===== config.mk =====
export PLATFORM = sky130hd
export DESIGN_NAME = hpb_cfg_rx_flat
export DESIGN_NICKNAME = d
export VERILOG_FILES = /design/src/rtl/tts_pkg.sv /design/src/rtl/hpb_cfg_rx_if.sv /design/src/rtl/cfg_sat_counter.sv /design/src/rtl/hpb_cfg_rx.sv /design/src/flat_wrapper.sv
export SDC_FILE = /design/constraint.sdc
export NUM_CORES = 1
export LEC_CHECK = 0
export CORE_MARGIN = 8
export CORE_UTILIZATION = 35
export CTS_BUF_LIST = sky130_fd_sc_hd__clkbuf_4 sky130_fd_sc_hd__clkbuf_8
export CTS_CLUSTER_SIZE = 24
export DETAILED_ROUTE_END_ITERATION = 10
export PLACE_DENSITY = 0.66
export SYNTH_ARGS = -nofsm -noshare
export SYNTH_HDL_FRONTEND = slang
export SYNTH_HIERARCHICAL = 1
export SYNTH_SLANG_ARGS = --single-unit

===== constraint.sdc =====
create_clock -name clk -period 2.2 [get_ports clk]
set_input_delay 0.44 -clock clk [delete_from_list [all_inputs] [get_ports clk]]
set_output_delay 0.44 -clock clk [all_outputs]
set_load 0.02 [all_outputs]

===== src/rtl/tts_pkg.sv =====
// rtl/tts_pkg.sv - shared config opcodes, header field positions and table entry type
package tts_pkg;

    localparam logic [7:0] CFG_OP_WRITE_ENTRY = 8'h01;
    localparam logic [7:0] CFG_OP_SET_ENABLE  = 8'h02;

    localparam int HDR_OP_LSB  = 56;
    localparam int HDR_IDX_LSB = 48;
    localparam int HDR_EN_BIT  = 0;

    localparam int ENTRY_SYM_W   = 64;
    localparam int ENTRY_PRICE_W = 32;
    localparam int ENTRY_VOL_W   = 32;

    typedef struct packed {
        logic [ENTRY_SYM_W-1:0]   symbol;
        logic [ENTRY_PRICE_W-1:0] price;
        logic [ENTRY_VOL_W-1:0]   volume;
    } strat_entry_t;

    typedef enum logic [2:0] {
        ST_HDR,
        ST_SYM,
        ST_PV,
        ST_WR,
        ST_DRAIN_SYM,
        ST_DRAIN_PV
    } cfg_state_t;

endpackage


===== src/rtl/hpb_cfg_rx_if.sv =====
// rtl/hpb_cfg_rx_if.sv - config word stream in, strategy table write port out
interface hpb_cfg_rx_if #(
    parameter int CFG_DATA_W = 64,
    parameter int ADDR_W     = 8,
    parameter int SYM_W      = 64,
    parameter int PRICE_W    = 32,
    parameter int VOL_W      = 32
);
    logic                  in_config_valid;
    logic [CFG_DATA_W-1:0] in_config_data;
    logic                  in_config_accept;
    logic                  tbl_wr_en;
    logic [ADDR_W-1:0]     tbl_wr_addr;
    logic [SYM_W-1:0]      tbl_wr_symbol;
    logic [PRICE_W-1:0]    tbl_wr_price;
    logic [VOL_W-1:0]      tbl_wr_volume;
    logic                  tbl_wr_ready;

    modport master (
        output in_config_valid, in_config_data, tbl_wr_ready,
        input  in_config_accept, tbl_wr_en, tbl_wr_addr, tbl_wr_symbol,
               tbl_wr_price, tbl_wr_volume
    );

    modport slave (
        input  in_config_valid, in_config_data, tbl_wr_ready,
        output in_config_accept, tbl_wr_en, tbl_wr_addr, tbl_wr_symbol,
               tbl_wr_price, tbl_wr_volume
    );
endinterface


===== src/rtl/cfg_sat_counter.sv =====
// rtl/cfg_sat_counter.sv - status counter that sticks at all-ones
module cfg_sat_counter #(
    parameter int CNT_W = 16
) (
    input  logic             clk,
    input  logic             reset_n,
    input  logic             inc,
    output logic [CNT_W-1:0] count
);
    always_ff @(posedge clk or negedge reset_n) begin
        if (!reset_n) begin
            count <= '0;
        end else if (inc && (count != {CNT_W{1'b1}})) begin
            count <= count + {{(CNT_W-1){1'b0}}, 1'b1};
        end
    end
endmodule


===== src/rtl/hpb_cfg_rx.sv =====
// rtl/hpb_cfg_rx.sv - parses host config records into strategy table writes
module hpb_cfg_rx
    import tts_pkg::*;
#(
    parameter int CFG_DATA_W = 64,
    parameter int TBL_DEPTH  = 256,
    parameter int ADDR_W     = 8,
    parameter int SYM_W      = 64,
    parameter int PRICE_W    = 32,
    parameter int VOL_W      = 32,
    parameter int CNT_W      = 16
) (
    input  logic             clk,
    input  logic             reset_n,
    hpb_cfg_rx_if.slave      cfg,
    output logic             strat_enable,
    output logic [CNT_W-1:0] cfg_rec_cnt,
    output logic [CNT_W-1:0] cfg_err_cnt
);
    cfg_state_t        state;
    strat_entry_t      entry;
    logic [ADDR_W-1:0] addr_q;
    logic              accept_q;
    logic              wr_en_q;

    logic [7:0] hdr_op;
    logic [7:0] hdr_idx;
    logic       cfg_hs, wr_hs, set_en_hs, illegal_hs, drain_done, idx_ok;

    assign hdr_op  = cfg.in_config_data[HDR_OP_LSB +: 8];
    assign hdr_idx = cfg.in_config_data[HDR_IDX_LSB +: 8];
    // Full 8-bit index is compared so out-of-range headers are caught even for small tables.
    assign idx_ok  = int'(hdr_idx) < TBL_DEPTH;

    assign cfg_hs     = cfg.in_config_valid && accept_q;
    assign wr_hs      = wr_en_q && cfg.tbl_wr_ready;
    assign set_en_hs  = cfg_hs && (state == ST_HDR) && (hdr_op == CFG_OP_SET_ENABLE);
    assign illegal_hs = cfg_hs && (state == ST_HDR) &&
                        (hdr_op != CFG_OP_SET_ENABLE) && (hdr_op != CFG_OP_WRITE_ENTRY);
    assign drain_done = cfg_hs && (state == ST_DRAIN_PV);

    always_ff @(posedge clk or negedge reset_n) begin
        if (!reset_n) begin
            state        <= ST_HDR;
            accept_q     <= 1'b1;
            wr_en_q      <= 1'b0;
            entry        <= '0;
            addr_q       <= '0;
            strat_enable <= 1'b0;
        end else begin
            case (state)
                ST_HDR: if (cfg_hs) begin
                    if (hdr_op == CFG_OP_WRITE_ENTRY) begin
                        if (idx_ok) begin
                            addr_q <= hdr_idx[ADDR_W-1:0];
                            state  <= ST_SYM;
                        end else begin
                            state  <= ST_DRAIN_SYM;
                        end
                    end else if (hdr_op == CFG_OP_SET_ENABLE) begin
                        strat_enable <= cfg.in_config_data[HDR_EN_BIT];
                    end
                end
                ST_SYM: if (cfg_hs) begin
                    entry.symbol <= cfg.in_config_data[63:0];
                    state        <= ST_PV;
                end
                ST_PV: if (cfg_hs) begin
                    entry.price  <= cfg.in_config_data[63:32];
                    entry.volume <= cfg.in_config_data[31:0];
                    wr_en_q      <= 1'b1;
                    accept_q     <= 1'b0;
                    state        <= ST_WR;
                end
                ST_WR: if (wr_hs) begin
                    wr_en_q  <= 1'b0;
                    accept_q <= 1'b1;
                    state    <= ST_HDR;
                end
                ST_DRAIN_SYM: if (cfg_hs) state <= ST_DRAIN_PV;
                ST_DRAIN_PV:  if (cfg_hs) state <= ST_HDR;
                default: begin
                    state    <= ST_HDR;
                    accept_q <= 1'b1;
                    wr_en_q  <= 1'b0;
                end
            endcase
        end
    end

    assign cfg.in_config_accept = accept_q;
    assign cfg.tbl_wr_en        = wr_en_q;
    assign cfg.tbl_wr_addr      = addr_q;
    assign cfg.tbl_wr_symbol    = entry.symbol;
    assign cfg.tbl_wr_price     = entry.price;
    assign cfg.tbl_wr_volume    = entry.volume;

    cfg_sat_counter #(.CNT_W(CNT_W)) u_rec_cnt (
        .clk     (clk),
        .reset_n (reset_n),
        .inc     (set_en_hs || wr_hs),
        .count   (cfg_rec_cnt)
    );

    cfg_sat_counter #(.CNT_W(CNT_W)) u_err_cnt (
        .clk     (clk),
        .reset_n (reset_n),
        .inc     (illegal_hs || drain_done),
        .count   (cfg_err_cnt)
    );

    // One record in flight at a time, so these two completions are mutually exclusive.
    a_no_dual_rec: assert property (@(posedge clk) disable iff (!reset_n) !(set_en_hs && wr_hs));

endmodule

===== src/flat_wrapper.sv =====
// flat-port wrapper written by rule: the top's interface ports become plain ports
module hpb_cfg_rx_flat import tts_pkg::*;
#(
    parameter int CFG_DATA_W = 64,
    parameter int TBL_DEPTH  = 256,
    parameter int ADDR_W     = 8,
    parameter int SYM_W      = 64,
    parameter int PRICE_W    = 32,
    parameter int VOL_W      = 32,
    parameter int CNT_W      = 16
)
  (clk, reset_n, strat_enable, cfg_rec_cnt, cfg_err_cnt, cfg_in_config_valid, cfg_in_config_data, cfg_tbl_wr_ready, cfg_in_config_accept, cfg_tbl_wr_en, cfg_tbl_wr_addr, cfg_tbl_wr_symbol, cfg_tbl_wr_price, cfg_tbl_wr_volume);
  hpb_cfg_rx_if #(.CFG_DATA_W(CFG_DATA_W), .ADDR_W(ADDR_W), .SYM_W(SYM_W), .PRICE_W(PRICE_W), .VOL_W(VOL_W)) cfg_i ();
  input  logic clk;
  input  logic reset_n;
  output logic strat_enable;
  output logic [CNT_W-1:0] cfg_rec_cnt;
  output logic [CNT_W-1:0] cfg_err_cnt;
  input wire logic [$bits(cfg_i.in_config_valid)-1:0] cfg_in_config_valid;
  input wire logic [$bits(cfg_i.in_config_data)-1:0] cfg_in_config_data;
  input wire logic [$bits(cfg_i.tbl_wr_ready)-1:0] cfg_tbl_wr_ready;
  output wire logic [$bits(cfg_i.in_config_accept)-1:0] cfg_in_config_accept;
  output wire logic [$bits(cfg_i.tbl_wr_en)-1:0] cfg_tbl_wr_en;
  output wire logic [$bits(cfg_i.tbl_wr_addr)-1:0] cfg_tbl_wr_addr;
  output wire logic [$bits(cfg_i.tbl_wr_symbol)-1:0] cfg_tbl_wr_symbol;
  output wire logic [$bits(cfg_i.tbl_wr_price)-1:0] cfg_tbl_wr_price;
  output wire logic [$bits(cfg_i.tbl_wr_volume)-1:0] cfg_tbl_wr_volume;
  assign cfg_i.in_config_valid = cfg_in_config_valid;
  assign cfg_i.in_config_data = cfg_in_config_data;
  assign cfg_i.tbl_wr_ready = cfg_tbl_wr_ready;
  assign cfg_in_config_accept = cfg_i.in_config_accept;
  assign cfg_tbl_wr_en = cfg_i.tbl_wr_en;
  assign cfg_tbl_wr_addr = cfg_i.tbl_wr_addr;
  assign cfg_tbl_wr_symbol = cfg_i.tbl_wr_symbol;
  assign cfg_tbl_wr_price = cfg_i.tbl_wr_price;
  assign cfg_tbl_wr_volume = cfg_i.tbl_wr_volume;
  hpb_cfg_rx #(.CFG_DATA_W(CFG_DATA_W), .TBL_DEPTH(TBL_DEPTH), .ADDR_W(ADDR_W), .SYM_W(SYM_W), .PRICE_W(PRICE_W), .VOL_W(VOL_W), .CNT_W(CNT_W)) u_core (.clk(clk), .reset_n(reset_n), .cfg(cfg_i), .strat_enable(strat_enable), .cfg_rec_cnt(cfg_rec_cnt), .cfg_err_cnt(cfg_err_cnt));
endmodule

======== Word-level counts from Yosys, hierarchy flattened ========
Cells that the tools add are included.
cells by class
  add/sub/neg operators ................... 2
  multiply operators ...................... 0
  div/mod/pow operators ................... 0
  $lt $le $gt $ge ......................... 0
  eq/ne operators ......................... 18
  shift operators ......................... 0
  mux-type cells .......................... 14
  bitwise gates (word level) .............. 2
  reductions and logical operators ........ 19
operators with widths
  cell                   count
  $add 16x1->16 const B  2
  $ne 16x16->1 const B   2
  $mux 3                 7
  $pmux 3 s6             1
  $ne 2x1->1 const B     6
  $logic_and 1x1->1      9
  $eq 8x1->1 const B     1
  $eq 8x2->1 const B     1
  $ne 8x1->1 const B     1
  $ne 8x2->1 const B     1
  $reduce_and 7->1       1
  $eq 3x2->1 const B     2
  $eq 3x3->1 const B     2
  $pmux 1 s3             2
  $reduce_and 3->1       2
  $mux 1                 4
  $reduce_and 2->1       2
  $reduce_and 4->1       1
  $reduce_or 4->1        1
  $eq 3x1->1 const B     1
  $logic_not 3->1        1
  $logic_or 1x1->1       2
  $ne 2x2->1 const B     1
  $not 1->1              2
storage, ports and cells
  register bits ........................... 174
  latch bits .............................. 0
  memory bits (writable) .................. 0
  ROM bits ................................ 0
  input bits .............................. 68
  output and inout bits ................... 171
  logic and storage cells ................. 65
  memories ................................ 0

======== Longest topological paths before layout ========
Gate-level depths: netlist of run 1.
  word-level depth ........................ 6
  depth in mapped cells ................... 8
  mapped depth without buffers ............ 7

======== Hierarchy ========
The synthesis of run 1 kept the hierarchy.
modules (own cells, without submodules)
  module           times used  cells each  area an instance (um^2)  sequential area each (um^2)
  hpb_cfg_rx       1           333         5525.3                   3554.7
  cfg_sat_counter  2           72          859.6                    400.4

======== Worst setup path before layout of run 1 ========
No wires, ideal clock.
  path type ............................... input to register
  start point ............................. input port cfg_in_config_data[56]
  end point ............................... register u_core.u_err_cnt.count[14]
  setup time .............................. 0.132 ns
  data arrival time ....................... 2.189 ns
  required time ........................... 2.068 ns
  slack ................................... -0.120 ns
  cell stages on the path ................. 7
  path buffers ............................ 0
  path through ............................ xor2_1 -> a311o_1 -> a211oi_1 -> nand2_1 -> nor4_4 -> nand4_1 -> xnor2_1
on the way
  longest elaborated chain between the ends .. 5
  elaborated cells on any way between the ends .. 6
  those cells by class .................... eq/ne (2); reduce/logical (4)
ends and longest elaborated chain
  what                  line                   RTL
  start, declared       flat_wrapper.sv:20     input wire logic [$bits(cfg_i.in_config_data)-1:0] cfg_in_config_data;
  $ne 8x2->1            hpb_cfg_rx.sv:39       (hdr_op != CFG_OP_SET_ENABLE) && (hdr_op != CFG_OP_WRITE_ENTRY);
  $logic_and 1x1->1     hpb_cfg_rx.sv:38       assign illegal_hs = cfg_hs && (state == ST_HDR) &&
  $logic_and 1x1->1 *   hpb_cfg_rx.sv:39
  $logic_or 1x1->1 *    hpb_cfg_rx.sv:108      .inc (illegal_hs || drain_done),
  $logic_and 1x1->1 *   cfg_sat_counter.sv:13  end else if (inc && (count != {CNT_W{1'b1}})) begin
  end signal, assigned  cfg_sat_counter.sv:14  count <= count + {{(CNT_W-1){1'b0}}, 1'b1};
  end, declared         cfg_sat_counter.sv:8   output logic [CNT_W-1:0] count
Mark *: on every way between the ends. The rest lies on a longest branch, timed or not.
A chain may end at the register's enable or synchronous reset.

======== Worst setup path after layout of run 1 ========
  start point ............................. input port cfg_in_config_data[57]
  end point ............................... register u_core.u_err_cnt.count[15]
The elaborated chain is that of the path after synthesis.

==> results of run 1 <==
worst max-delay path by stage:
stage,startpoint,endpoint,slack (ns),cells after the start
after floorplan,cfg_in_config_data[56],u_core/u_err_cnt/count[5],0.06,7
final,cfg_in_config_data[57],u_core/u_err_cnt/count[15],0.08,8
after CTS,cfg_in_config_data[56],u_core/u_err_cnt/count[3],0.01,9
after detailed placement,cfg_in_config_data[56],u_core/u_err_cnt/count[3],-0.51,9
after global routing,cfg_in_config_data[59],u_core/u_rec_cnt/count[14],0.0004,8
after global placement,cfg_in_config_data[56],u_core/u_err_cnt/count[6],-0.39,9
synthesized netlist by cell type (all sizes together) (3+ instances only):
master / instances
a21oi: 9
a31oi: 6
and3: 5
and4: 6
buf: 15
dfrtp: 173
mux2: 139
nand2: 14
nand3: 13
nand4: 23
nor2: 9
nor3: 3
nor4: 5
o21a: 10
o21ai: 5
o31ai: 3
xnor2: 10
xor2: 5
state kept, by name, summed over array words and instances (netlist names):
register and flops:
u_core/cfg.tbl_wr_symbol 64, u_core/cfg.tbl_wr_price 32, u_core/cfg.tbl_wr_volume 32, u_core/u_err_cnt/count 16, u_core/u_rec_cnt/count 16, u_core/cfg.tbl_wr_addr 8
u_core/state 3, u_core/cfg.in_config_accept 1, u_core/cfg.tbl_wr_en 1, u_core/strat_enable 1
per-stage QoR:
step,utilization (%),hold slack (ns),std cells
after floorplan,-,0.1444,477
after global placement,49.96,0.4073,1002
after detailed placement,49.96,0.4091,1002
after CTS,52.10,0.4571,1035
after global routing,52.21,0.4062,1035
final,52.21,0.4342,1035
final cells by class:
type / instances / area (um^2) / share of cell area, %
timing repair buffer: 272 / 2721 / 25.68
clock inverter: 14 / 181.4 / 1.712
inverter: 2 / 7.507 / 0.07084
sequential: 174 / 4355 / 41.10
multi-input combinational: 285 / 2753 / 25.97
clock buffer: 18 / 241.5 / 2.279
tap: 270 / 337.8 / 3.188
worst max-delay path, cell delays in order:
cell and delay [ns]:
clkdlybuf4s50_1 0.43, xor2_1 0.16, a311o_1 0.39, a211oi_4 0.29, nand4_1 0.18, nor4_4 0.25
and4b_1 0.25, a21oi_1 0.07
layer usage:
metal | vias up | share of wire [%] | global-route usage, %
met5 | - | 0.067 | 0
met4 | 2 | 1.8 | 5.055
met3 | 26 | 7.9 | 6.324
met2 | 175 | 49 | 25.36
met1 | 2592 | 41 | 18.33
li1 | 2311 | - | -
power groups by stage:
stage / Combinational (mW) / Clock [mW] / Sequential, mW
2_1_floorplan: 0.949 / 0 / 5.99
3_3_place_gp: 4.70 / 0 / 4.83
3_5_place_dp: 4.77 / 0 / 4.86
4_1_cts: 4.78 / 2.47 / 4.81
5_1_grt: 4.96 / 2.61 / 4.94
6_report: 4.71 / 2.37 / 4.80
cells by family after synthesis:
logic type,after synthesis,share of synthesized area (%)
DFF,174,60.12
xor gates and xnor gates,15,1.813
adders and majority gates,2,0.3454
muxes,139,21.66
buffers and inverters,18,2.211
and+or+nand+nor,86,9.516
AOI/OAI and AO/OA,43,4.335
repair_timing:
item,4_1_cts,5_1_grt
resized for setup,0,5
hold buffers,1,0
endpoints found under the hold margin,39,0
setup endpoints to repair,0,8
==> results.md, run 1 <==
- The synthesized flop and latch total is 174.
- The run finished with clean final reports.
- The root buffer cell chosen for the clock tree is clkbuf_8.
- The placed wire-length estimate is approximately 15000 um.
- Counting the fill cells in the layout gives around 1700.
- In this run the critical register-to-register path is captured at u_core/u_rec_cnt/count[15].
- For this block, the initial DRC count from the detailed router was approximately 270.
- The library cells used most frequently in the layout, excluding fill and tap cells, are 235 x clkdlybuf4s50_1, 173 x dfrtp_1, 132 x mux2_2.
- Once the floorplan was initialized, standard cells occupied roughly 36% of the core.
- Registers are responsible for between 40% and 50% of the overall power.
- For the final routed database, the setup TNS stands at 0 ns.
- The routability congestion estimate is ~0.82.
- The area inside the core boundary is 20300 um^2.
- The origin of the worst min-delay path is cfg_in_config_data[56].
- The fmax is 471.3 MHz.
- The number of nets with antenna violations after detailed routing is 0.
- The post-CTS repair timing setup buffer count is 0.
- The area after detailed placement is between 10000 and 15000 um^2.
- The worst slew margin relative to its limit is 70.11%.
- The row count is between 50 and 60.
- The clock buffer count from CTS is 17.
- STA classifies the critical path startpoint as an input pin.
- The cell count of the worst reg-to-reg path is 8.
- Power spread over the standard cell area amounts to about 1100 nW/um^2.
- The combinational power share is between 30% and 40%.
- The H-tree level count is 4.
- The final net count is approximately 820.
- Cell internal power was estimated by the tool at between 7 and 8 mW.
- Data on the critical path is required at its endpoint by ~2.5 ns.
- In this run the biggest area consumer among cell types represents between 50% and 60% of the synthesized area.
- Of the cells placed in the final design, the portion with a size suffix greater than 1 is around 30%.
- ~240 I/O pins were placed.
- Compared with the post-synthesis result, the final layout area differs by 46.29%.
- Leaving out fill and tap cells, the most frequent cell in the layout is clkdlybuf4s50_1.
- The CTS tree is done.
- The min-delay analysis places its worst path in the category input pin to flop.
- Among all flip-flop cells after synthesis, the most frequent one is dfrtp_1.
- In the post-synthesis netlist, the biggest area contributors are dfrtp_1 60%, mux2_2 21%, buf_6 1.7%.
- The global-route wire length before repair is 32100 um.
- The mapped cell area is a little over 7000 um^2.
- The final count of negative-setup-slack endpoints is 0.
- For this design, the sink count on the clock tree is between 150 and 200.
- The number of distinct library cells after synthesis is 47.
- The terminating pin of the worst hold path is u_core/cfg.tbl_wr_price[24].
- The pin count of the biggest net entering global routing is 53.
- The via count of the routed design is roughly 5100.
- In this run switching power makes up between 30% and 40% of total power.
- No sink is reached through more buffers than the 2 on the longest clock path.
- The cell depth of the worst hold path is 3.
- The biggest fanout along the worst timing path is 4.
- The total iterations of the first detailed-routing run is 4.
- The vias per cell is between 4 and 5.
- The number of global-route vias before repair is roughly 5600.
- Timing analysis after detailed placement gives a worst setup slack of -0.5058 ns.
- The synthesized area divided by synthesized cell count is around 15 um^2.
- The antenna diode count is 0.
- The setup clock skew after layout is 0.01568 ns.
- The die covers 25560 um^2.
- The critical path is of the input pin to flop type.
- In this run the vertical extent of the chip is 159.9 um.
- Across the run, the number of max-cap violations was 0.
- The type of element capturing the critical path is a flop.
- The detailed-route DRC error count is 0.
- After layout, the worst path uses 96.45% of the clock period.
- In the post-route analysis, the smallest setup slack over all paths is about 0.08 ns.
- Summed over all nets, the switching power comes to between 4 and 5 mW.
- The clock network burns approximately a fifth of the power.
- During synthesis, Yosys emitted a total of 6 warnings.
- The number of antenna violations at the first check in global routing came to 1.
- The global router's overall resource usage is between 10% and 20%.
- The pin slew with the least headroom to its limit is around 0.45 ns.
- The number of synthesized flops with an enable pin is 0.
- The final period demand of the worst path is 2.122 ns.
- The number of port buffers is approximately 240.
- The post-route total power is about 12 mW.
- The width of the die is roughly 160 um.
- The proportion of synthesized flip-flops having asynchronous set or reset is 100.0%.
- The final count of pins violating max slew was 0.
- The routed length per placed instance is about 19 um.
- Setup repair after global routing left no endpoint under its margin.
- The static leakage is approximately 4.7 nW.
- The number of endpoints with negative hold slack in the final report is 0.
- Data arrives at the worst endpoint at 2.47 ns.
- In the synthesized netlist, the number of instances is around 480.
- The post-route cell area is 10600 um^2.
- In this run the critical register-to-register path is launched from u_core/state[0].
- Across all register-to-register paths, the minimum setup slack is approximately 0.21 ns.
- IR analysis of the VDD net gives a maximum drop of between 0.4 and 0.5 mV.
- The overflow left after global routing is 0.
- Of all cell types, the one taking the most synthesized area is dfrtp_1.
- Clock-pin slew was measured on the worst setup and hold paths at around 0.090 ns.
- The portion of the post-synthesis area used by sequential elements is 60.12%.
- The number of nets in the synthesized netlist is about 550.
- The worst-skew pair later-pin latency is around 0.45 ns.
- The routed design has slightly below 20000 um of wire.
(Power assumes the default switching activity.)
==> run 2, diff against run 1 <==
- clock period: 2.2 -> 1.85 ns (I/O delays scaled with it)
==> run 2 against run 1 <==
  * The flow now finishes with violations (setup timing)
  * Design area is 7.3% higher
  * First-iteration DRC count is 41% lower
  * Worst hold slack worse by 0.088 ns
  * Core utilization is 3.8 points higher
  * Sequential power is 18% higher
  * Cell count is 3.4% higher
  * Total power is 16% higher
  * Clock skew is 0.0016 ns lower
  * Critical path depth stayed put
  * Sequential cell count stayed put
  * Count of clock-buffer cells in the layout is 1 higher
  * Critical path type is now flop to flop
==> results.md, run 2 (same netlist as run 1, synthesis figures left out) <==
- The delay of the slowest critical-path stage is 0.41 ns (-0.02 ns).
- The routed length per placed instance is 20.11 um (+6.7%).
- The max-cap check violation count was 0 (unchanged).
- The cell count of the worst reg-to-reg path is 8 (unchanged).
- The antenna diode count is 0 (unchanged).
- The biggest fanout along the worst timing path was 5 (+1).
- The final count of pins violating max slew was 0 (unchanged).
- The number of buffer and inverter instances along the worst setup path is 1 (unchanged).
- By startpoint and endpoint, the worst setup path is classified as flop to flop.
- The vias per cell came to 4.932 (about the same).
- The number of design-rule violations left by the first detailed-router iteration is 159 (-41%).
- The worst setup path is launched from a flop.
- The final period demand of the worst path is between 1.5 and 2 ns.
- The global router's overall resource usage is 16.12% (+0.59 points).
- The tightest min-delay check is of the input pin to flop type.
- The number of top-level pins is 239 (unchanged).
- The worst slew margin relative to its limit came to 71.28% (+1.2 points).
- The pin count of the biggest net entering global routing was 44 (-17%).
- The checks that failed: setup timing.
- Setup repair after global routing could not meet its margin everywhere.
- The buffer cell driving the clock tree root is clkbuf_8.
- The CTS tree is done.
- The final worst setup slack is -0.1200 ns (-0.1980 ns).
- The share of post-route cells with drive strength above 1 came to 34.88% (+4.9 points).
- The row count is 52 (unchanged).
- The H-tree level count is 4 (unchanged).
- The final count of negative-setup-slack endpoints is 45 (+45).
- The total negative setup slack was -2.038 ns (-2.038 ns).
- The signal on the critical path passes through buf_6 > and3b_1 > nand4_1 > nand2_2 > nand4_1 > nor4_4 > and4b_1 > a21oi_2.
- The clock-pin slew on the worst setup and hold paths is 0.10 ns (about the same).
- The area after detailed placement came to 10210 um^2 (+0.65%).
- The number of placed cells counting well taps was 1005 (+0.30%).
- In this design, the critical path's most frequently occurring cell is nand4_1.
- The cell with the largest stage delay on the worst path is dfrtp_1.
- For hold timing, the worst endpoint is u_core/cfg.tbl_wr_price[30].
- The area of the die came to 25560 um^2 (unchanged).
- The total iterations of the first detailed-routing run is 4 (unchanged).
- The starting utilization of the core area is 35.69% (unchanged).
- The cell depth of the worst hold path is 2 (-1).
- The number of flip-flops under the largest register name was 64 (unchanged).
- In this run the most critical hold path is launched from cfg_in_config_data[62].
- The setup clock skew after layout came to 0.01412 ns (-0.001559 ns).
- The flow ran to the end, but the final reports show violations.
- The pin slew with the least headroom to its limit is 0.4297 ns (-0.01866 ns).
- The area growth from synthesis to final layout is 56.91%.
- The vertical die dimension came to 159.9 um (unchanged).
- The top cell types in the final layout, fill and taps aside, are 173 x dfrtp_1, 117 x mux2_2, 84 x dlygate4sd2_1, 84 x dlymetal6s2s_1, 68 x clkdlybuf4s50_1.
- The worst setup path is captured at a flop.
- The final net count was 857 (+4.3%).
- The via count of the routed design was 5277 (+3.3%).
- The number of global-route vias before repair came to 5739 (+2.0%).
- The utilization of the core after routing is 56.00% (+3.8 points).
- The power per unit of standard cell area is 1207 nW/um^2 (+7.8%).
- The worst-skew pair later-pin latency is 0.45 ns (about the same).
- The overflow left after global routing is 0 (unchanged).
- The reg-to-reg startpoint is u_core/state[0].
- The area inside the core boundary is 20300 um^2 (unchanged).
- The number of antenna violations at the first check in global routing was 0 (-1).
- The placed wire-length estimate was 14740 um (+1.4%).
- The number of endpoints with negative hold slack in the final report was 0 (unchanged).
- For this run, the top clock speed supported by timing is roughly 500 MHz.
- The clock sink total is 174 (unchanged).
- Of the available clock period, the critical path in the final layout requires 106.5%.
- The maximum vdd ir drop is 0.6411 mV (+31%).
- Broken down by cell family, the worst path's largest delay share belongs to simple AND/OR/NAND/NOR gates.
- The data required time of the critical path is 2.19 ns (-0.35 ns).
- The global-route wire length before repair was 33030 um (+2.9%).
- The slack of the worst reg-to-reg path was -0.12 ns (-0.33 ns).
- The worst-case clock buffer depth is 2 (unchanged).
- Leaving out fill and tap cells, the most frequent cell in the layout is dfrtp_1.
- The width of the die is 159.9 um (unchanged).
- The final cell count without fillers is 1070 (+3.4%).
- The routability congestion estimate is 0.8079 (-1.6%).
- The minimum hold slack is 0.3463 ns (-0.08790 ns).
- The number of nets with antenna violations after detailed routing is 0 (unchanged).
- The detailed-route DRC error count is 0 (unchanged).
- The clock buffer count from CTS was 17 (unchanged).
- The data arrival time of the critical path is 2.31 ns (-0.16 ns).
- The number of port buffers is 238 (unchanged).
- The overall routed net length is 21520 um (+10%).
- The static leakage is 6.625 nW (+40%).
- The post-route cell area is 11370 um^2 (+7.3%).
- The reg-to-reg critical path endpoint is u_core/u_rec_cnt/count[15].
==> run 2: worst max-delay path by stage <==
stage	startpoint	end	slack [ns]	depth (start not counted)
after floorplan	cfg_in_config_data[56]	u_core/u_err_cnt/count[15]	-0.1	7
after global routing	u_core/state[0]	u_core/u_rec_cnt/count[15]	-0.24	8
final	u_core/state[0]	u_core/u_rec_cnt/count[15]	-0.12	8
after CTS	u_core/state[0]	u_core/u_err_cnt/count[13]	-0.20	7
after global placement	cfg_in_config_data[63]	u_core/u_err_cnt/count[6]	-0.78	9
after detailed placement	cfg_in_config_data[63]	u_core/u_err_cnt/count[15]	-0.86	8
==> run 2: worst reg2reg max path, cell delays in order (launching register included) <==
cell and delay [ns]:
dfrtp_1 0.41, buf_6 0.12, and3b_1 0.23, nand4_1 0.21, nand2_2 0.18, nand4_1 0.16
nor4_4 0.23, and4b_1 0.26, a21oi_2 0.06
==> run 2: final cells by class <==
class | count | area [um^2]
well taps | 270 | 337.8
clock inverters | 13 | 152.6
fillers | 1663 | 8932
repair buffers | 307 | 3371
inverters | 2 | 7.507
multi-input cells | 285 | 2888
clock buffers | 19 | 255.2
flip-flops and latches | 174 | 4355
==> run 2: per-layer routing <==
metal / GRT usage (%) / vias up / wire length (um)
met5: 0 / - / 0
met4: 4.715 / 0 / 364
met3: 6.221 / 26 / 1454
met2: 27.56 / 182 / 10940
met1: 18.43 / 2673 / 8764
li1: - / 2396 / -
==> run 2: where the power goes <==
group / switching [mW] / leakage [nW] / internal (mW)
logic: 2.71 / 4.12 / 2.59
clock network: 1.46 / 0.198 / 1.28
registers: 0.719 / 2.31 / 4.96
total: 4.89 / 6.63 / 8.83
==> run 2: repair_timing <==
item,4_1_cts,5_1_grt
gates cloned,3,8
setup endpoints to repair,107,179
pin swaps,14,12
gates resized for setup,116,104
buffers inserted,8,15
hold buffers,1,0
endpoints found under the hold margin,31,0
==> run 2: per-stage QoR <==
stage	setup WS, ns	power, mW
2_1_floorplan	-0.09938	8.286
3_3_place_gp	-0.7812	11.35
3_5_place_dp	-0.8618	11.49
4_1_cts	-0.1961	14.04
5_1_grt	-0.2401	14.48
6_report	-0.1200	13.72
==> run 3, diff against run 2 <==
- CELL_PAD_IN_SITES_DETAIL_PLACEMENT: unset -> 1
- CELL_PAD_IN_SITES_GLOBAL_PLACEMENT: unset -> 1
- CORE_UTILIZATION: 35 -> 34
- PLACE_DENSITY: 0.66 -> unset
- PLACE_DENSITY_LB_ADDON: unset -> 0.1
- SKIP_CTS_REPAIR_TIMING: unset -> 1
==> run 3 against run 2 <==
  * The run still ends with setup timing left
  * Combinational power rose by 8.1%
  * Count of clock-buffer cells in the layout did not move
  * Die area rose by 2.6%
  * Via count fell by 0.66%
  * Design area rose by 0.48%
  * Global-route usage rose by 0.45 points
  * Sequential share of layout area fell by 0.16 points
  * Routed wire length rose by 4.2%
  * Cell count fell by 0.37%
  * Non-clock buffer count fell by 9
  * Worst setup slack got worse by 0.023 ns
  * Highest routed layer is now met5
==> results.md, run 3 (same netlist as run 1, synthesis figures left out) <==
- The flow ran to the end, but the final reports show violations.
- The final count of pins violating max slew is 0 (unchanged).
- The via count of the routed design is 5242 (-0.66%).
- The delay of the slowest critical-path stage is 0.43 ns (+0.02 ns).
- The vertical die dimension is 162.0 um (+1.3%).
- The checks that failed: setup timing.
- The overflow left after global routing is 0 (unchanged).
- The global router's overall resource usage is 16.57% (+0.45 points).
- The clock-pin slew on the worst setup and hold paths is 0.10 ns (about the same).
- The post-route clock period utilization is 107.7% (+1.3 points).
- The power per unit of standard cell area was 1243 nW/um^2 (+3.0%).
- The register cell area after layout was 4358 um^2 (about the same).
- The worst-case clock buffer depth is 2 (unchanged).
- The data required time of the critical path is 2.21 ns (+0.02 ns).
- The pre-CTS setup slack is -0.7130 ns (+0.1488 ns).
- The H-tree level count is 4 (unchanged).
- The number of placed cells counting well taps is 1025 (+2.0%).
- The cell with the largest stage delay on the worst path is dfrtp_1.
- The cell depth of the worst hold path is 2 (unchanged).
- The number of fill cells in the layout is 2048 (+23%).
- The number of endpoints with negative hold slack in the final report is 0 (unchanged).
- The area inside the core boundary is 20960 um^2 (+3.2%).
- The number of flip-flops under the largest register name is 64 (unchanged).
- The number of port buffers is 238 (unchanged).
- The overall routed net length is 22430 um (+4.2%).
- The maximum vdd ir drop is 0.5550 mV (-13%).
- The number of top-level pins is 239 (unchanged).
- The share of post-route cells with drive strength above 1 is 34.64% (-0.24 points).
- The vias per cell is 4.917 (-0.29%).
- The routed length per placed instance was 21.04 um (+4.6%).
- The worst-skew pair later-pin latency is 0.46 ns (about the same).
- The static leakage is 7.513 nW (+13%).
- The area growth from synthesis to final layout is 57.67%.
- In the layout the commonest cells are 171 x dfrtp_1, 170 x dlymetal6s2s_1, 131 x mux2_2.
- The final period demand of the worst path was 1.993 ns (+0.02324 ns).
- The post-route total power is 14.20 mW (+3.5%).
- The area of the die is 26230 um^2 (+2.6%).
- The reg-to-reg startpoint is u_core/state[0].
- The final count of negative-setup-slack endpoints is 19 (-58%).
- The routability congestion estimate came to 0.7621 (-5.7%).
- The clock buffer count from CTS is 17 (unchanged).
- The data arrival time of the critical path came to 2.35 ns (+0.04 ns).
- The utilization of the core after routing is 54.51% (-1.5 points).
- The slack of the worst reg-to-reg path came to -0.14 ns (-0.02 ns).
- STA classifies the critical path endpoint as a flop.
- The worst setup path is launched from a flop.
- The antenna diode count is 0 (unchanged).
- The number of global-route vias before repair is 5661 (-1.4%).
- Clock tree synthesis selected as its root buffer the cell clkbuf_8.
- The final net count came to 848 (-1.1%).
- The final worst setup slack is -0.1432 ns (-0.02324 ns).
- The global-route wire length before repair is 34010 um (+3.0%).
- The detailed-route DRC error count came to 0 (unchanged).
- The worst slew margin relative to its limit is 66.77% (-4.5 points).
- The cell count of the worst reg-to-reg path was 7 (-1).
- The width of the die was 162.0 um (+1.3%).
- Traced cell by cell, the critical path runs through a311o_1 > a211oi_4 > buf_6 > and3_4 > and4_4 > o211ai_1 > o21a_1.
- The area taken by multi-input logic gates is 2869 um^2 (-0.65%).
- The fmax is 501.7 MHz (-1.2%).
- The pin count of the biggest net entering global routing is 50 (+14%).
- The origin of the worst min-delay path is cfg_in_config_data[62].
- The max-cap check violation count is 0 (unchanged).
- The number of antenna violations at the first check in global routing is 1 (+1).
- The placed wire-length estimate was 16350 um (+11%).
- For hold timing, the worst endpoint is u_core/cfg.tbl_wr_price[30].
- The min-delay analysis places its worst path in the category input pin to flop.
- The biggest fanout along the worst timing path came to 4 (-1).
- The number of nets with antenna violations after detailed routing came to 0 (unchanged).
- The post-route cell area is 11420 um^2 (+0.48%).
- TritonCTS built the clock tree.
- The library cell used most frequently in the layout, excluding fill and tap cells, is dfrtp_1.
- The pin slew with the least headroom to its limit is 0.4985 ns (+0.06876 ns).
- The type of the setup path with the least slack is flop to flop.
- The row count came to 53 (+1.9%).
- The clock sink total was 174 (unchanged).
- Setup repair after global routing could not meet its margin everywhere.
- The final cell count without fillers is 1066 (-0.37%).
- The total negative setup slack is -1.232 ns (+0.8052 ns).
- The minimum hold slack is 0.2269 ns (-0.1195 ns).
- The setup clock skew after layout is 0.01641 ns (+0.002290 ns).
- The total iterations of the first detailed-routing run is 4 (unchanged).
- The number of design-rule violations left by the first detailed-router iteration came to 200 (+26%).
- The starting utilization of the core area is 34.57% (-1.1 points).
- In this run the critical register-to-register path is captured at u_core/u_err_cnt/count[5].
- The area after detailed placement is 10340 um^2 (+1.3%).
[run 3: per-layer routing]
| metal | track usage, % | wire length, um |
|---|---|---|
| met1 | 20.22 | 9482 |
| met3 | 5.442 | 1398 |
| met2 | 27.22 | 11200 |
| met5 | 0 | 18 |
| met4 | 5.387 | 331 |
[run 3: worst max-delay path, delay by kind of cell (launching register included)]
family,cells,cell delay [ns]
AOI/OAI and AO/OA,4,0.87
buffers and inverters,1,0.17
DFF,1,0.43
and+or+nand+nor,2,0.44
[run 3: worst max-delay path by stage]
stage | startpoint | endpoint | slack [ns]
after floorplan | cfg_in_config_data[56] | u_core/u_err_cnt/count[15] | -0.1
after global placement | cfg_in_config_data[63] | u_core/u_err_cnt/count[13] | -0.62
after detailed placement | cfg_in_config_data[59] | u_core/u_rec_cnt/count[15] | -0.71
after CTS | u_core/cfg.in_config_accept | cfg_in_config_accept | -0.34
after global routing | u_core/state[0] | u_core/u_err_cnt/count[10] | -0.23
final | u_core/state[0] | u_core/u_err_cnt/count[5] | -0.14
[run 3: cell type report]
class	count	share of cell area [%]
timing repair buffer	298	29.92
inverter	2	0.06572
clock buffer	19	2.180
sequential	174	38.15
clock inverter	13	1.555
multi-input combinational	285	25.12
tap	275	3.012
[run 3: power breakdown]
part / switching [mW] / internal (mW)
Sequential: 0.651 / 4.96
Combinational: 2.85 / 2.87
Clock: 1.46 / 1.40
Total: 4.97 / 9.23
